**config.mk**
```make
export PLATFORM = sky130hd
export DESIGN_NAME = usb_serial_reg_bridge
export DESIGN_NICKNAME = d
export VERILOG_FILES = /design/src/rtl/usb_serial_reg_bridge.sv
export SDC_FILE = /design/constraint.sdc
export NUM_CORES = 1
export LEC_CHECK = 0
export ABC_AREA = 1
export CORE_MARGIN = 5
export CORE_UTILIZATION = 29
export DETAILED_ROUTE_END_ITERATION = 10
export DONT_BUFFER_PORTS = 1
export PLACE_DENSITY = 0.49
export SKIP_CTS_REPAIR_TIMING = 1
export SYNTH_ARGS = -nofsm -noshare
export SYNTH_HDL_FRONTEND = slang
export SYNTH_SLANG_ARGS = --single-unit
```
**constraint.sdc**
```tcl
create_clock -name i_clk -period 6.5 [get_ports i_clk]
set_input_delay 0.975 -clock i_clk [delete_from_list [all_inputs] [get_ports i_clk]]
set_output_delay 0.975 -clock i_clk [all_outputs]
set_load 0.005 [all_outputs]
```
**src/rtl/usb_serial_reg_bridge.sv**
```systemverilog
// Byte-stream to register-bus bridge: turns {rnw, addr} command bytes from the USB
// serial endpoint into single-cycle register strobes, and returns one reply byte per read.
module usb_serial_reg_bridge #(
  parameter int TIMEOUT_CYCLES = 48000
) (
  input  logic       i_clk,
  input  logic       i_rst_n,
  input  logic [7:0] i_hostToDev_data,
  input  logic       i_hostToDev_valid,
  output logic       o_hostToDev_ready,
  output logic [7:0] o_devToHost_data,
  output logic       o_devToHost_valid,
  input  logic       i_devToHost_ready,
  output logic [6:0] o_regAddr,
  output logic       o_regWrEn,
  output logic [7:0] o_regWrData,
  output logic       o_regRdEn,
  input  logic [7:0] i_regRdData
);

  localparam int CW = $clog2(TIMEOUT_CYCLES) + 1;
  localparam logic [CW-1:0] LAST_COUNT = CW'(TIMEOUT_CYCLES - 1);

  typedef enum logic [2:0] {
    IDLE,
    WR_DATA,
    WR_STROBE,
    RD_STROBE,
    RD_WAIT,
    RD_RESP
  } stateT;

  stateT state, nextState;
  logic [CW-1:0] timeoutCount;
  logic hostXfer;
  logic devXfer;

  assign hostXfer = i_hostToDev_valid && o_hostToDev_ready;
  assign devXfer  = o_devToHost_valid && i_devToHost_ready;

  always_ff @(posedge i_clk or negedge i_rst_n) begin
    if (!i_rst_n) begin
      state <= IDLE;
    end else begin
      state <= nextState;
    end
  end

  // A data byte arriving on the final timeout cycle still wins over the abandon.
  always_comb begin
    nextState = state;
    case (state)
      IDLE:      if (hostXfer) nextState = i_hostToDev_data[7] ? RD_STROBE : WR_DATA;
      WR_DATA: begin
        if (hostXfer) begin
          nextState = WR_STROBE;
        end else if (timeoutCount >= LAST_COUNT) begin
          nextState = IDLE;
        end
      end
      WR_STROBE: nextState = IDLE;
      RD_STROBE: nextState = RD_WAIT;
      RD_WAIT:   nextState = RD_RESP;
      RD_RESP:   if (devXfer) nextState = IDLE;
      default:   nextState = IDLE;
    endcase
  end

  // Outputs are registered decodes of the next state, so nothing leaks combinationally.
  always_ff @(posedge i_clk or negedge i_rst_n) begin
    if (!i_rst_n) begin
      o_hostToDev_ready <= 1'b0;
      o_regWrEn         <= 1'b0;
      o_regRdEn         <= 1'b0;
      o_devToHost_valid <= 1'b0;
      o_regAddr         <= '0;
      o_regWrData       <= '0;
      o_devToHost_data  <= '0;
    end else begin
      o_hostToDev_ready <= (nextState == IDLE) || (nextState == WR_DATA);
      o_regWrEn         <= (nextState == WR_STROBE);
      o_regRdEn         <= (nextState == RD_STROBE);
      o_devToHost_valid <= (nextState == RD_RESP);
      if (state == IDLE && hostXfer) begin
        o_regAddr <= i_hostToDev_data[6:0];
      end
      if (state == WR_DATA && hostXfer) begin
        o_regWrData <= i_hostToDev_data;
      end
      if (state == RD_WAIT) begin
        o_devToHost_data <= i_regRdData;
      end
    end
  end

  // Counter is zero whenever WR_DATA is not being held, so every entry starts fresh.
  always_ff @(posedge i_clk or negedge i_rst_n) begin
    if (!i_rst_n) begin
      timeoutCount <= '0;
    end else if (state != WR_DATA || nextState != WR_DATA) begin
      timeoutCount <= '0;
    end else if (timeoutCount != '1) begin
      timeoutCount <= timeoutCount + 1'b1;
    end
  end

endmodule

```
**Word level (Yosys, flattened, before mapping)**

Cells that the tools add are included.

- Reductions and logical operators: 9
- Shift-type cells: 0
- Divide/modulo/power cells: 0
- Multiply operators: 0
- Muxes and demuxes: 8
- Magnitude comparators: 1
- $add $sub $neg: 1
- Equal/unequal tests: 11
- Bitwise operators: 0

Operator list:

| cell | number |
|---|---|
| $mux 17 | 2 |
| $add 17x1->17 const B | 1 |
| $ge 17x16->1 const B | 1 |
| $ne 17x17->1 const B | 1 |
| $pmux 3 s5 | 1 |
| $mux 3 | 4 |
| $eq 3x2->1 const B | 3 |
| $eq 3x3->1 const B | 3 |
| $eq 3x1->1 const B | 2 |
| $logic_not 3->1 | 2 |
| $ne 3x1->1 const B | 2 |
| $logic_and 1x1->1 | 4 |
| $logic_or 1x1->1 | 2 |
| $mux 2 | 1 |
| $reduce_bool 2->1 | 1 |

- Memories: 0
- Memory bits (read-only): 0
- Register bits after elaboration: 47
- Bits in latches: 0
- Memory bits (writable): 0
- Input port bits: 20
- Output and inout bits: 27
- Logic and storage cells: 39

**Logic depth before layout (Yosys ltp)**

Gate-level depths: netlist of the first run.

- Depth in word-level cells: 7
- Depth in mapped cells: 12
- Mapped depth without buffers: 11

**Worst setup path before layout of the first run**

Ideal clock, no wire load.

- Path type: reg2reg
- From: register timeoutCount[0]
- To: register timeoutCount[9]
- Cell stages (with the launch flop): 12
- Setup time: 120 ps
- Required time: 6380 ps
- Buffers on the path: 1
- Path slack: 4427 ps
- Clock period less this slack: 2073 ps
- Arrival: 1953 ps
- Cells stage by stage: dfrtp_1 > ha_1 > inv_2 > nor3_2 > nand2_2 > nor3_1 > ha_1 > clkbuf_1 > nor3_1 > nand2_1 > xor2_1 > nor2_2

- Longest elaborated chain between the ends: 7
- Elaborated cells on any way between the ends: 11
- Those cells by class: add/sub: 1; order compare: 1; eq/ne: 2; mux: 5; reduce/logical: 2

RTL lines:

| item | RTL line | text |
|---|---|---|
| start: declaration | 34 | `logic [CW-1:0] timeoutCount;` |
| start signal: assignment | 103 | `timeoutCount <= timeoutCount + 1'b1;` |
| $ge 17x16->1 | 57 | `end else if (timeoutCount >= LAST_COUNT) begin` |
| $mux 3 | 57 |  |
| $mux 3 | 55 | `if (hostXfer) begin` |
| $pmux 3 s5 | 52 | `case (state)` |
| $ne 3x1->1 | 100 | `end else if (state != WR_DATA \|\| nextState != WR_DATA) begin` |
| $logic_or 1x1->1 | 100 |  |
| $mux 17 / $reduce_bool 2->1 (equally long branches) | n/a |  |

Several ways; a longest one is shown, not always the timed one. The select of a mux whose other input is x is not followed.
A chain may end at the register's enable or synchronous reset.

**Worst setup path after layout of the first run**

- From: register timeoutCount[0]
- To: register timeoutCount[6]

Same word-level chain as after synthesis.

==> summary.txt, run 1 <==
Timing
  • Slew Limit Fails: 0
  • Achievable Freq: 383 MHz
  • Setup Total Neg Slack: 0 ns
  • Final hold vios: 0
  • Worst clock skew: 0.00925 ns
  • Final period util: 0.402
  • Setup Viol. Count Final: 0
  • Crit path time final: 2.61 ns
  • RSZ-0062 raised after global routing: false
  • Worst hold slack: 0.366 ns
  • Final WS setup: 3.89 ns
  • Max_slew headroom: 0.661
  • Tightest Pin Transition: 0.507 ns

GRT
  • M1 GR Usage: 0.133
  • Layer with the highest usage: met2
  • Initial antenna violation count: 0
  • GRT overflow: 0
  • Total GRT Usage: 0.105
  • Global-route wire length before repair: 8.21 mm
  • Met3 Usage GRT: 0.0424
  • GR Layer Usage met2: 0.165
  • Vias in the first global route: 1,710
  • Largest net degree at the start of global routing: 48

Clock network
  • Worst skew pair latency: 0.29 ns
  • Root Driver: clkbuf_8
  • Clock buffer depth: 2
  • H-tree depth: 2
  • CTS tree: built
  • CTS sink cnt: 47
  • Reg clk slew, reported paths: 0.09 ns
  • CTS Buf Count: 5

Critical path
  • Crit path buffers/inverters: 2
  • Crit start category: flop
  • Most used cell, CP: ha_1
  • Worst path slowest cell: ha_1
  • Worst setup EP type: flop
  • Required @ worst endpoint: 6.69 ns
  • Crit-path max cell delay: 0.47 ns
  • Crit path max-delay family: adder cells
  • Crit path arrival time: 2.80 ns
  • FF-to-FF setup slack: 3.89 ns
  • Setup crit start: timeoutCount[0]
  • CP cell instances: ha_1 -> inv_2 -> nor3_2 -> nand2_2 -> nor3_1 -> ha_1 -> inv_1 -> a31o_2 -> o21ai_0 -> nor2_2
  • Setup CP Type: reg -> reg
  • Worst-path fanout max: 12
  • Critical R2R Launch: timeoutCount[0]

Yosys
  • Library cells used by synthesis: 25
  • Mapped Nets: 279
  • Seq cells post-synth: 47
  • Primary FF master, synth: dfrtp_1
  • Ys async rst share: 1.00
  • Syn Inst Count: 257
  • Synthesized area per cell: 8.68 sq um
  • Mapped cell area: 0.00223 sq mm
  • Number of synthesis warnings: 0
  • Post-synthesis sequential area ratio: 0.527
  • Number of synthesized flops with an enable pin: 0

Route
  • Final ANT Viol Nets: 0
  • Drt total wl: 4.72 mm
  • Pre-antenna DRT Iters: 4
  • Vias: 1,612
  • WL/cell: 13.1 microns
  • Vias per cell: 4.48
  • First-iteration detailed-routing DRC count: 100
  • Remaining DRCs: 0

Die
  • Starting Density: 0.293
  • DIE AREA: 0.00954 sq mm
  • Site Rows: 32
  • Ports: 47
  • Height of the die: 97.7 microns
  • Die outline width: 97.7 microns
  • Core footprint: 0.00761 sq mm

Power
  • Final Power: 843 uW
  • Power per Cell Area: 347 mW/mm^2
  • Max rail drop VDD: 0.206 mV
  • P_leak: 1.09 nW

Placed design
  • Placer Congestion: 0.803
  • Placed cell count: 353
  • Port Buf Inserts: 0
  • Placed instance area: 0.00232 sq mm
  • Dpl hpwl: 3.41 mm
  • Dpl ws: 3.92 ns

Status
  • Status: finished clean

Finish
  • Most common cell after layout, fill and taps aside: nand2_1
  • Number of diodes: 0
  • Ratio of cells with drive above 1 in the final layout: 0.140
  • Final Core Density: 0.319
  • Layout fillers: 825
  • Non-Filler Instances: 360
  • Final Cell Area: 0.00243 sq mm
  • Area grow syn2layout: 8.87%
  • Nets: 280
  • Commonest non-fill, non-tap cells in the layout: 65 x nand2_1, 47 x dfrtp_1, 33 x nor2_1, 22 x inv_1, 18 x o21ai_0

Flow run
  • Number of max-cap violations: 0

Worst hold path
  • Min-Delay Path Class: in -> async
[sequential cells by signal, indices dropped and copies added (netlist names)]
signal,flops
o_devToHost_data,8
o_devToHost_valid,1
o_hostToDev_ready,1
o_regAddr,7
o_regRdEn,1
o_regWrData,8
o_regWrEn,1
state,3
timeoutCount,17
[worst reg2reg max path: stages, from the launching register on]
cell and delay [ns]:
dfrtp_1 0.42, ha_1 0.28, inv_2 0.07, nor3_2 0.24, nand2_2 0.12, nor3_1 0.17, ha_1 0.47, inv_1 0.30
a31o_2 0.30, o21ai_0 0.08, nor2_2 0.06
[routing by layer]
metal / routed length [microns] / part of all wire / vias to the layer above
li1: - / - / 816
met1: 2180 / 0.46 / 746
met2: 2100 / 0.44 / 44
met3: 392 / 0.083 / 6
met4: 57 / 0.012 / 0
met5: 0 / 0 / -
[logic make-up after synthesis]
family	share of synthesized area
XOR/XNOR	0.0314
AND/OR/NAND/NOR	0.269
multiplexers	0.0404
buffers and inverters	0.0595
AO/OA/AOI/OAI	0.0612
flip-flops	0.527
adder cells (fa/ha/maj)	0.0112
[synth_stat cells, types with 3 or more instances]
cell      number  share of area
inv_1         22          0.037
mux2_2         8          0.040
nor2_1        33          0.056
o21ai_0       18          0.040
xor2_1         7          0.027
dfrtp_1       47           0.53
nand2_1       65           0.11
a21oi_1        3         0.0067
nand4_1        7          0.020
clkbuf_1       3         0.0051
nand3_1       12          0.027
nor2_2        11          0.031
o21bai_1       3          0.010
[power breakdown]
group / total, mW / internal (mW) / switching, mW
Sequential: 0.461 / 0.384 / 0.0772
Combinational: 0.172 / 0.0705 / 0.102
Clock: 0.210 / 0.112 / 0.0971
Total: 0.843 / 0.567 / 0.276
[path summary, 6_finish.rpt]
kind / endpoint / cells past startpoint
min: timeoutCount[10] / 0
max reg2reg: timeoutCount[6] / 10
min in group i_clk: o_regWrData[7] / 2
min reg2reg: o_regWrData[7] / 2
max in group asynchronous: timeoutCount[11] / 0
max: timeoutCount[6] / 10
[layout make-up]
type / count / area (sq um) / area share
flip-flops and latches: 47 / 1180 / 0.485
multi-input cells: 179 / 921 / 0.379
well taps: 102 / 128 / 0.0526
inverters: 25 / 96.3 / 0.0397
clock buffers: 5 / 68.8 / 0.0284
clock inverters: 2 / 37.5 / 0.0155
(Power assumes the default switching activity.)
==> run 2, diff against run 1 <==
- PLACE_DENSITY: 0.49 -> 0.5
- clock period: 6.5 -> 2.1 ns (I/O delays scaled with it)
==> run 2 against run 1 <==
Against the previous run:
- final cell count grew 3.1%
- sequential power rose to 3.1 times the previous value
- clock skew fell by 0.0024 ns
- wire length grew 3.4%
- combinational power rose to 3.4 times the previous value
- clock-buffer cell count unchanged
- fmax up 31%
- global-route usage grew 0.27 points
- clock power increased to 3.2 times the previous value
- via count increased by 1.7%
- hold slack lost 0.24 ns
- die area stayed put
- critical endpoint is now timeoutCount[7]
- largest power group unchanged
==> summary.txt, run 2 (same netlist as run 1, synthesis figures left out) <==
Status
  • Status: finished clean

Placed design
  • Placed cell count: 361
  • Placed instance area: 0.00238 sq mm
  • Dpl hpwl: 3.48 mm
  • Placer Congestion: 0.813
  • Port Buf Inserts: 0

Route
  • WL/cell: 13.2 microns
  • WL met2: 2.21 mm
  • Wire length on met1: 2.29 mm
  • Pre-antenna DRT Iters: 4
  • Remaining DRCs: 0
  • First-iteration detailed-routing DRC count: 57
  • Vias: 1,639
  • Drt total wl: 4.88 mm
  • Final ANT Viol Nets: 0
  • Metal3 WL: 349 microns
  • Uppermost layer routed: met4
  • Vias per cell: 4.42

Timing
  • Tightest Pin Transition: 0.539 ns
  • Slew Limit Fails: 0
  • Crit path time final: 2.00 ns
  • Setup Viol. Count Final: 0
  • Worst clock skew: 0.00687 ns
  • Final hold vios: 0
  • Achievable Freq: 501 MHz
  • Worst hold slack: 0.127 ns
  • Max_slew headroom: 0.640
  • Final period util: 0.950

Finish
  • Non-Filler Instances: 371
  • Commonest non-fill, non-tap cells in the layout: 65 x nand2_1, 47 x dfrtp_1, 32 x nor2_1, 21 x inv_1, 18 x o21ai_0
  • Ratio of cells with drive above 1 in the final layout: 0.186
  • Final Cell Area: 0.00255 sq mm
  • Biggest regs: timeoutCount x17, o_devToHost_data x8, o_regWrData x8
  • Nets: 291
  • Max reg flops: 17
  • Number of diodes: 0
  • Largest Register: timeoutCount
  • Area grow syn2layout: 14.3%
  • Most common cell after layout, fill and taps aside: nand2_1
  • Final Core Density: 0.335

Critical path
  • FF-to-FF setup slack: 0.10 ns
  • Required @ worst endpoint: 2.29 ns
  • Worst setup EP type: flop
  • Setup CP Type: reg -> reg
  • Crit path arrival time: 2.19 ns
  • Endpoint of the lowest-slack register-to-register path: timeoutCount[7]
  • Crit start category: flop
  • R2R depth: 12
  • Worst-path fanout max: 6
  • Critical R2R Launch: timeoutCount[1]

Power
  • Power per Cell Area: 1050 mW/mm^2
  • Max rail drop VDD: 0.515 mV
  • Final Power: 2.68 mW
  • P_leak: 1.16 nW

Worst hold path
  • Hold Path Stages: 2
  • Min-Delay Endpoint: o_regWrData[7]
  • Min-Delay Path Class: in -> reg
  • Min-delay src: i_hostToDev_data[7]

Clock network
  • Root Driver: clkbuf_8
  • Clock buffer depth: 2
  • Reg clk slew, reported paths: 0.09 ns
  • Worst skew pair latency: 0.30 ns
  • CTS tree: built
  • CTS sink cnt: 47
  • H-tree depth: 2
  • CTS Buf Count: 5

GRT
  • Vias in the first global route: 1,713
  • Largest net degree at the start of global routing: 48
  • GRT overflow: 0
  • Initial antenna violation count: 0
  • Global-route wire length before repair: 8.46 mm
  • Total GRT Usage: 0.108

Die
  • Height of the die: 97.7 microns
  • Die outline width: 97.7 microns
  • Starting Density: 0.293
  • Core footprint: 0.00761 sq mm
  • Ports: 47
  • Site Rows: 32
  • DIE AREA: 0.00954 sq mm

Flow run
  • Number of max-cap violations: 0
## run 2: cell types whose count changed in the layout (fill, tap and decap cells not counted), sizes merged
cell         delta
buf            +10
dlygate4sd3     +1
## run 2: critical path, cell delays in order (launching register included)
cell	delay [ns]
dfrtp_1	0.38
ha_1	0.19
inv_2	0.07
nor3_4	0.19
nand2_2	0.11
nor3_2	0.14
ha_2	0.23
buf_4	0.15
nor2_2	0.05
nand2_1	0.09
nor2_1	0.06
xnor2_1	0.16
nor2_2	0.05
## run 2: layout make-up
type                    count  area (sq um)
clock buffers               5          68.8
well taps                 102           128
fillers                   814          5060
flip-flops and latches     47          1180
inverters                  25          96.3
multi-input cells         179           937
repair buffers             11           105
clock inverters             2          37.5
## run 2: routing by layer
layer / global-route usage / up-vias
li1: - / 838
met1: 0.140 / 757
met2: 0.165 / 41
met3: 0.0438 / 3
met4: 0.0288 / 0
met5: 0 / -
## run 2: where the power goes
part	internal, mW	switching, mW	total, mW
Combinational	0.248	0.344	0.592
Sequential	1.19	0.229	1.42
Clock	0.349	0.327	0.675
Total	1.78	0.900	2.68
## run 2: through the flow
| stage | worst slack, ns | TNS, ns |
|---|---|---|
| global route | -0.0490 | -0.0592 |
| finish | 0.105 | 0 |
| CTS | 0.0324 | 0 |
| global placement | 0.131 | 0 |
| detailed placement | 0.0424 | 0 |
| floorplan | 0.0272 | 0 |
## run 2: worst max-delay path by stage
| stage | from | to | slack [ns] | cells past startpoint |
|---|---|---|---|---|
| 2_1_floorplan | timeoutCount[0] | timeoutCount[9] | 0.03 | 11 |
| 3_3_place_gp | timeoutCount[1] | timeoutCount[7] | 0.13 | 12 |
| 3_5_place_dp | timeoutCount[1] | timeoutCount[7] | 0.04 | 12 |
| 4_1_cts | timeoutCount[1] | timeoutCount[7] | 0.03 | 12 |
| 5_1_grt | timeoutCount[1] | timeoutCount[7] | -0.05 | 12 |
| 6_report | timeoutCount[1] | timeoutCount[7] | 0.10 | 12 |
